$ cat config.mk
export PLATFORM = sky130hd
export DESIGN_NAME = spi
export DESIGN_NICKNAME = d
export VERILOG_FILES = /design/src/rtl/spi.sv
export SDC_FILE = /design/constraint.sdc
export NUM_CORES = 1
export LEC_CHECK = 0
export CORE_MARGIN = 2
export CORE_UTILIZATION = 51
export DETAILED_ROUTE_END_ITERATION = 6
export GPL_TIMING_DRIVEN = 0
export PLACE_DENSITY = 0.83
export SETUP_SLACK_MARGIN = 0.02
export SYNTH_ARGS = -nofsm -noshare
export SYNTH_HDL_FRONTEND = slang
export SYNTH_SLANG_ARGS = --single-unit
$ cat constraint.sdc
create_clock -name clk -period 2.35 [get_ports clk]
set_input_delay 0.47 -clock clk [delete_from_list [all_inputs] [get_ports clk]]
set_output_delay 0.47 -clock clk [all_outputs]
set_load 0.01 [all_outputs]
$ cat src/rtl/spi.sv
// Full-duplex 8-bit SPI master, MSB first, all four CPOL/CPHA modes, no chip-select.
// One shift register carries TX bits out on mosi and collects RX bits from miso.
module spi #(
  parameter int unsigned CLK_DIV = 1
) (
  input  logic       clk,
  input  logic       reset,
  input  logic       start,
  input  logic [7:0] data_in,
  input  logic       load,
  output logic [7:0] data_out,
  output logic       busy,
  output logic       data_out_received,
  input  logic       w_CPOL,
  input  logic       w_CPHA,
  input  logic       miso,
  output logic       mosi,
  output logic       slave_clk
);

  localparam int unsigned DivW = (CLK_DIV > 1) ? $clog2(CLK_DIV) : 1;

  typedef enum logic [1:0] {StIdle, StXfer, StDone} state_e;

  state_e          r_state, w_state_d;
  logic [7:0]      r_shreg, w_shreg_d;
  logic [7:0]      r_data_out, w_data_out_d;
  logic            r_busy, w_busy_d;
  logic            r_done, w_done_d;
  logic            r_mosi, w_mosi_d;
  logic            r_sclk, w_sclk_d;
  logic            r_cpol, w_cpol_d;
  logic            r_cpha, w_cpha_d;
  logic [DivW-1:0] r_div, w_div_d;
  logic [4:0]      r_edge, w_edge_d;
  logic            w_tick;
  logic            w_lead;

  assign w_tick = (r_div == DivW'(CLK_DIV - 1));
  // Edge number r_edge+1 is odd (leading) when r_edge is even.
  assign w_lead = ~r_edge[0];

  always_comb begin
    w_state_d    = r_state;
    w_shreg_d    = r_shreg;
    w_data_out_d = r_data_out;
    w_busy_d     = r_busy;
    w_done_d     = 1'b0;
    w_mosi_d     = r_mosi;
    w_sclk_d     = r_sclk;
    w_cpol_d     = r_cpol;
    w_cpha_d     = r_cpha;
    w_div_d      = r_div;
    w_edge_d     = r_edge;

    unique case (r_state)
      StIdle: begin
        w_sclk_d = w_CPOL;
        if (load) begin
          w_shreg_d = data_in;
          w_mosi_d  = data_in[7];
        end else begin
          w_mosi_d  = r_shreg[7];
        end
        if (start) begin
          w_cpol_d  = w_CPOL;
          w_cpha_d  = w_CPHA;
          w_busy_d  = 1'b1;
          w_div_d   = '0;
          w_edge_d  = '0;
          w_state_d = StXfer;
        end
      end

      StXfer: begin
        if (w_tick) begin
          w_div_d  = '0;
          w_sclk_d = ~r_sclk;
          w_edge_d = r_edge + 5'd1;
          // Sampling and shifting share one step, so the next TX bit is already at bit 7.
          if (!r_cpha) begin
            if (w_lead) begin
              w_shreg_d = {r_shreg[6:0], miso};
            end else if (r_edge != 5'd15) begin
              w_mosi_d  = r_shreg[7];
            end
          end else begin
            if (w_lead) begin
              w_mosi_d  = r_shreg[7];
            end else begin
              w_shreg_d = {r_shreg[6:0], miso};
            end
          end
          if (r_edge == 5'd15) begin
            w_state_d = StDone;
          end
        end else begin
          w_div_d = r_div + DivW'(1);
        end
      end

      StDone: begin
        w_busy_d     = 1'b0;
        w_data_out_d = r_shreg;
        w_done_d     = 1'b1;
        w_mosi_d     = r_shreg[7];
        w_sclk_d     = r_cpol;
        w_state_d    = StIdle;
      end

      default: begin
        w_state_d = StIdle;
      end
    endcase
  end

  always_ff @(posedge clk) begin
    if (!reset) begin
      r_state    <= StIdle;
      r_shreg    <= 8'hFF;
      r_data_out <= 8'h00;
      r_busy     <= 1'b0;
      r_done     <= 1'b0;
      r_mosi     <= 1'b1;
      r_sclk     <= w_CPOL;
      r_cpol     <= 1'b0;
      r_cpha     <= 1'b0;
      r_div      <= '0;
      r_edge     <= '0;
    end else begin
      r_state    <= w_state_d;
      r_shreg    <= w_shreg_d;
      r_data_out <= w_data_out_d;
      r_busy     <= w_busy_d;
      r_done     <= w_done_d;
      r_mosi     <= w_mosi_d;
      r_sclk     <= w_sclk_d;
      r_cpol     <= w_cpol_d;
      r_cpha     <= w_cpha_d;
      r_div      <= w_div_d;
      r_edge     <= w_edge_d;
    end
  end

  assign data_out          = r_data_out;
  assign busy              = r_busy;
  assign data_out_received = r_done;
  assign mosi              = r_mosi;
  assign slave_clk         = r_sclk;

endmodule

==> flow_metrics.py <==
metrics = {
    "sta": {
        "max_slew.worst_pin.slew_ps": 513,
        "slew_viol_final": 0,
        "tns_ps": 0,
        "grt_setup_unrepaired": "false",
        "whs_ps": 470,
        "period_needed_ps": 1970,
        "max_freq_mhz": 506,
        "final-hold-violation-count": 0,
        "max_slew_margin_pct": 65.8,
        "finalSetupViolations": 0,
        "timing.final.crit_share_pct": 84.0,
        "clock_skew_ps": 7.72,
    },
    "worst_setup_path": {
        "cp.required_ps": 2610,
        "worstSetupPathType": "register to register",
        "startpoint_type": "register",
        "endpoint_kind": "register",
        "arrival_ps": 2240,
        "path_max_fanout": 8,
    },
    "logic_synthesis": {
        "ys_seq_area_share_pct": 41.0,
        "syn_area_sq_mm": 0.00144,
        "synth_top_cell_area_share_pct": 39.0,
        "yosys.area.top_type": "dfxtp_1",
        "synth-seq-cells": 29,
        "netlist_top_cells_area": "dfxtp_1 (39%), mux2i_1 (12%), a211oi_1 (6.3%), nor2_1 (5.5%), ha_1 (4.3%)",
        "avgSynthCellArea_sq_um": 8.99,
        "syn_inst": 160,
        "ys.warnings.count": 0,
        "synth.distinct_cells": 33,
        "synth_fp_nets": 180,
    },
    "finish": {
        "drive_above_1_share_pct": 6.74,
        "mostFrequentLayoutCell": "dfxtp_1",
        "layout_common_cells": "dfxtp_1 (28), clkdlybuf4s50_1 (26), nor2_1 (21)",
        "utilization_pct": 66.2,
        "area_growth_pct": 24.6,
        "nets": 213,
        "multi_input_area_sq_um": 773,
        "fillers": 229,
        "seqCellArea_sq_um": 591,
        "diodes": 0,
    },
    "clock_tree": {
        "cts_setup_buffers": 0,
        "cts_sinks": 29,
        "cts-resized-gates": 0,
        "numCtsBuffers": 5,
        "insertion_delay_ps": 330,
        "cts_hold_buf": 0,
        "cts_tree": "yes",
        "root_buffer": "clkbuf_4",
        "h-tree-depth": 2,
        "path_clk_slew_ps": 90,
        "cts_max_path_buffers": 2,
    },
    "power": {
        "p_per_area_mw_per_mm2": 599,
        "p_leak_nw": 0.705,
        "ir_drop_mv": 0.664,
    },
    "grt": {
        "grt_use_total_pct": 22.8,
        "grt_pass1_wl_um": 5740,
        "grt-ovfl-total": 0,
        "antenna_found_initial": 0,
        "grt_max_degree": 11,
        "grt_pass1_vias": 1264,
    },
    "route": {
        "drt-total-wl_um": 3380,
        "wire_per_inst_um": 15.1,
        "antenna_left": 0,
        "firstDrtPassIters": 4,
        "drc": 0,
        "avgViaCountPerCell": 5.63,
        "drtIter0Drc": 47,
        "vias": 1262,
    },
    "floorplan": {
        "core_area_sq_mm": 0.00271,
        "die_area_sq_mm": 0.00326,
        "initial_core_util_pct": 53.1,
        "die_width_um": 57.1,
        "rows": 19,
        "ioPinCount": 27,
        "die_y_um": 57.1,
    },
    "job": {
        "maxCapViolCount": 0,
    },
    "placed_design": {
        "place.gp.congestion": 0.792,
        "portBuffers": 26,
        "dp.final_hpwl_um": 2400,
    },
    "min_path": {
        "min_path_type": "register to register",
    },
    "run_status": {
        "status": "finished clean",
    },
}
[flip-flops by register name, indices dropped and copies added, names as in the netlist]
signal	flops
busy	1
data_out	8
data_out_received	1
mosi	1
r_cpha	1
r_cpol	1
r_edge	5
r_shreg	8
r_state	2
slave_clk	1
[area by class of cell]
type | count | share of cell area [%]
buffer | 10 | 2.93
clock buffer | 7 | 3.07
inverter | 6 | 1.26
multi-input combinational | 115 | 43.1
sequential | 29 | 32.9
tap | 31 | 2.16
timing repair buffer | 26 | 14.5
[power by group]
part | internal (mW) | switching [mW] | total [mW]
Clock | 0.141 | 0.166 | 0.307
Sequential | 0.526 | 0.0242 | 0.551
Combinational | 0.106 | 0.109 | 0.216
Total | 0.774 | 0.300 | 1.07
[through the flow]
| stage | instances | setup WS, ps | total power, mW | area (sq um) |
|---|---|---|---|---|
| final | 224 | 376 | 1.07 | 1790 |
| after global routing | 224 | 299 | 1.13 | 1790 |
| after CTS | 224 | 391 | 1.08 | 1790 |
| after detailed placement | 217 | 293 | 0.774 | 1740 |
| after global placement | 217 | 317 | 0.767 | 1740 |
| after floorplan | 160 | 639 | 0.697 | 1440 |
[cell usage after synthesis]
master and n:
inv_1 5, nand4b_1 1, and3_1 3, clkbuf_1 3, o21ai_0 4, nor3_1 1, xor2_1 1, and3b_1 2
o22ai_1 1, nor2_1 21, o21a_1 1, nand2b_1 4, nand2_1 4, nor2b_1 5, buf_2 6, ha_1 5
a2bb2oi_1 2, nand3b_1 1, nand3_1 3, a211oi_1 12, or3b_1 1, clkinv_1 1, mux2i_1 17, or3_1 1
a311oi_1 1, nor3b_1 1, buf_6 1, edfxtp_1 1, a211o_1 1, and2_1 9, a31oi_1 5, a21oi_1 8
dfxtp_1 28
[critical path, cell delays in order, from the launching register on]
cell     delay, ps
dfxtp_1        390
ha_1           270
and3_1         220
ha_1           210
or3b_1         360
a31oi_1        260
mux2i_1        200
[kinds of logic (layout without fill, tap and decap cells)]
group / count (synthesis) / count (layout) / share of synthesized area, %
multiplexers: 17 / 17 / 11.8
buffers and inverters: 16 / 49 / 5.22
flip-flops: 29 / 29 / 41.0
adder cells (fa/ha/maj): 5 / 5 / 4.35
AO/OA/AOI/OAI: 35 / 35 / 16.0
AND/OR/NAND/NOR: 57 / 57 / 21.0
XOR/XNOR: 1 / 1 / 0.609
[worst paths after layout]
check | startpoint | to | slack (ps) | cells past startpoint
setup / recovery | r_edge[0]$_SDFFE_PN0P_ | mosi$_SDFFE_PN1P_ | 380 | 6
hold / removal | r_cpol$_SDFFE_PN0P_ | r_cpol$_SDFFE_PN0P_ | 470 | 2
setup reg to reg | r_edge[0]$_SDFFE_PN0P_ | mosi$_SDFFE_PN1P_ | 380 | 6
hold reg to reg | r_cpol$_SDFFE_PN0P_ | r_cpol$_SDFFE_PN0P_ | 470 | 2
[routing by layer]
layer | global-route usage, % | wire length [um] | share of wire [%] | vias up
li1 | - | - | - | 631
met1 | 27.9 | 1470 | 43 | 593
met2 | 37.6 | 1710 | 51 | 33
met3 | 8.39 | 156 | 4.6 | 5
met4 | 6.64 | 46 | 1.4 | 0
met5 | 0 | 0 | 0 | -
No activity file was read; power rests on OpenSTA's default activity.
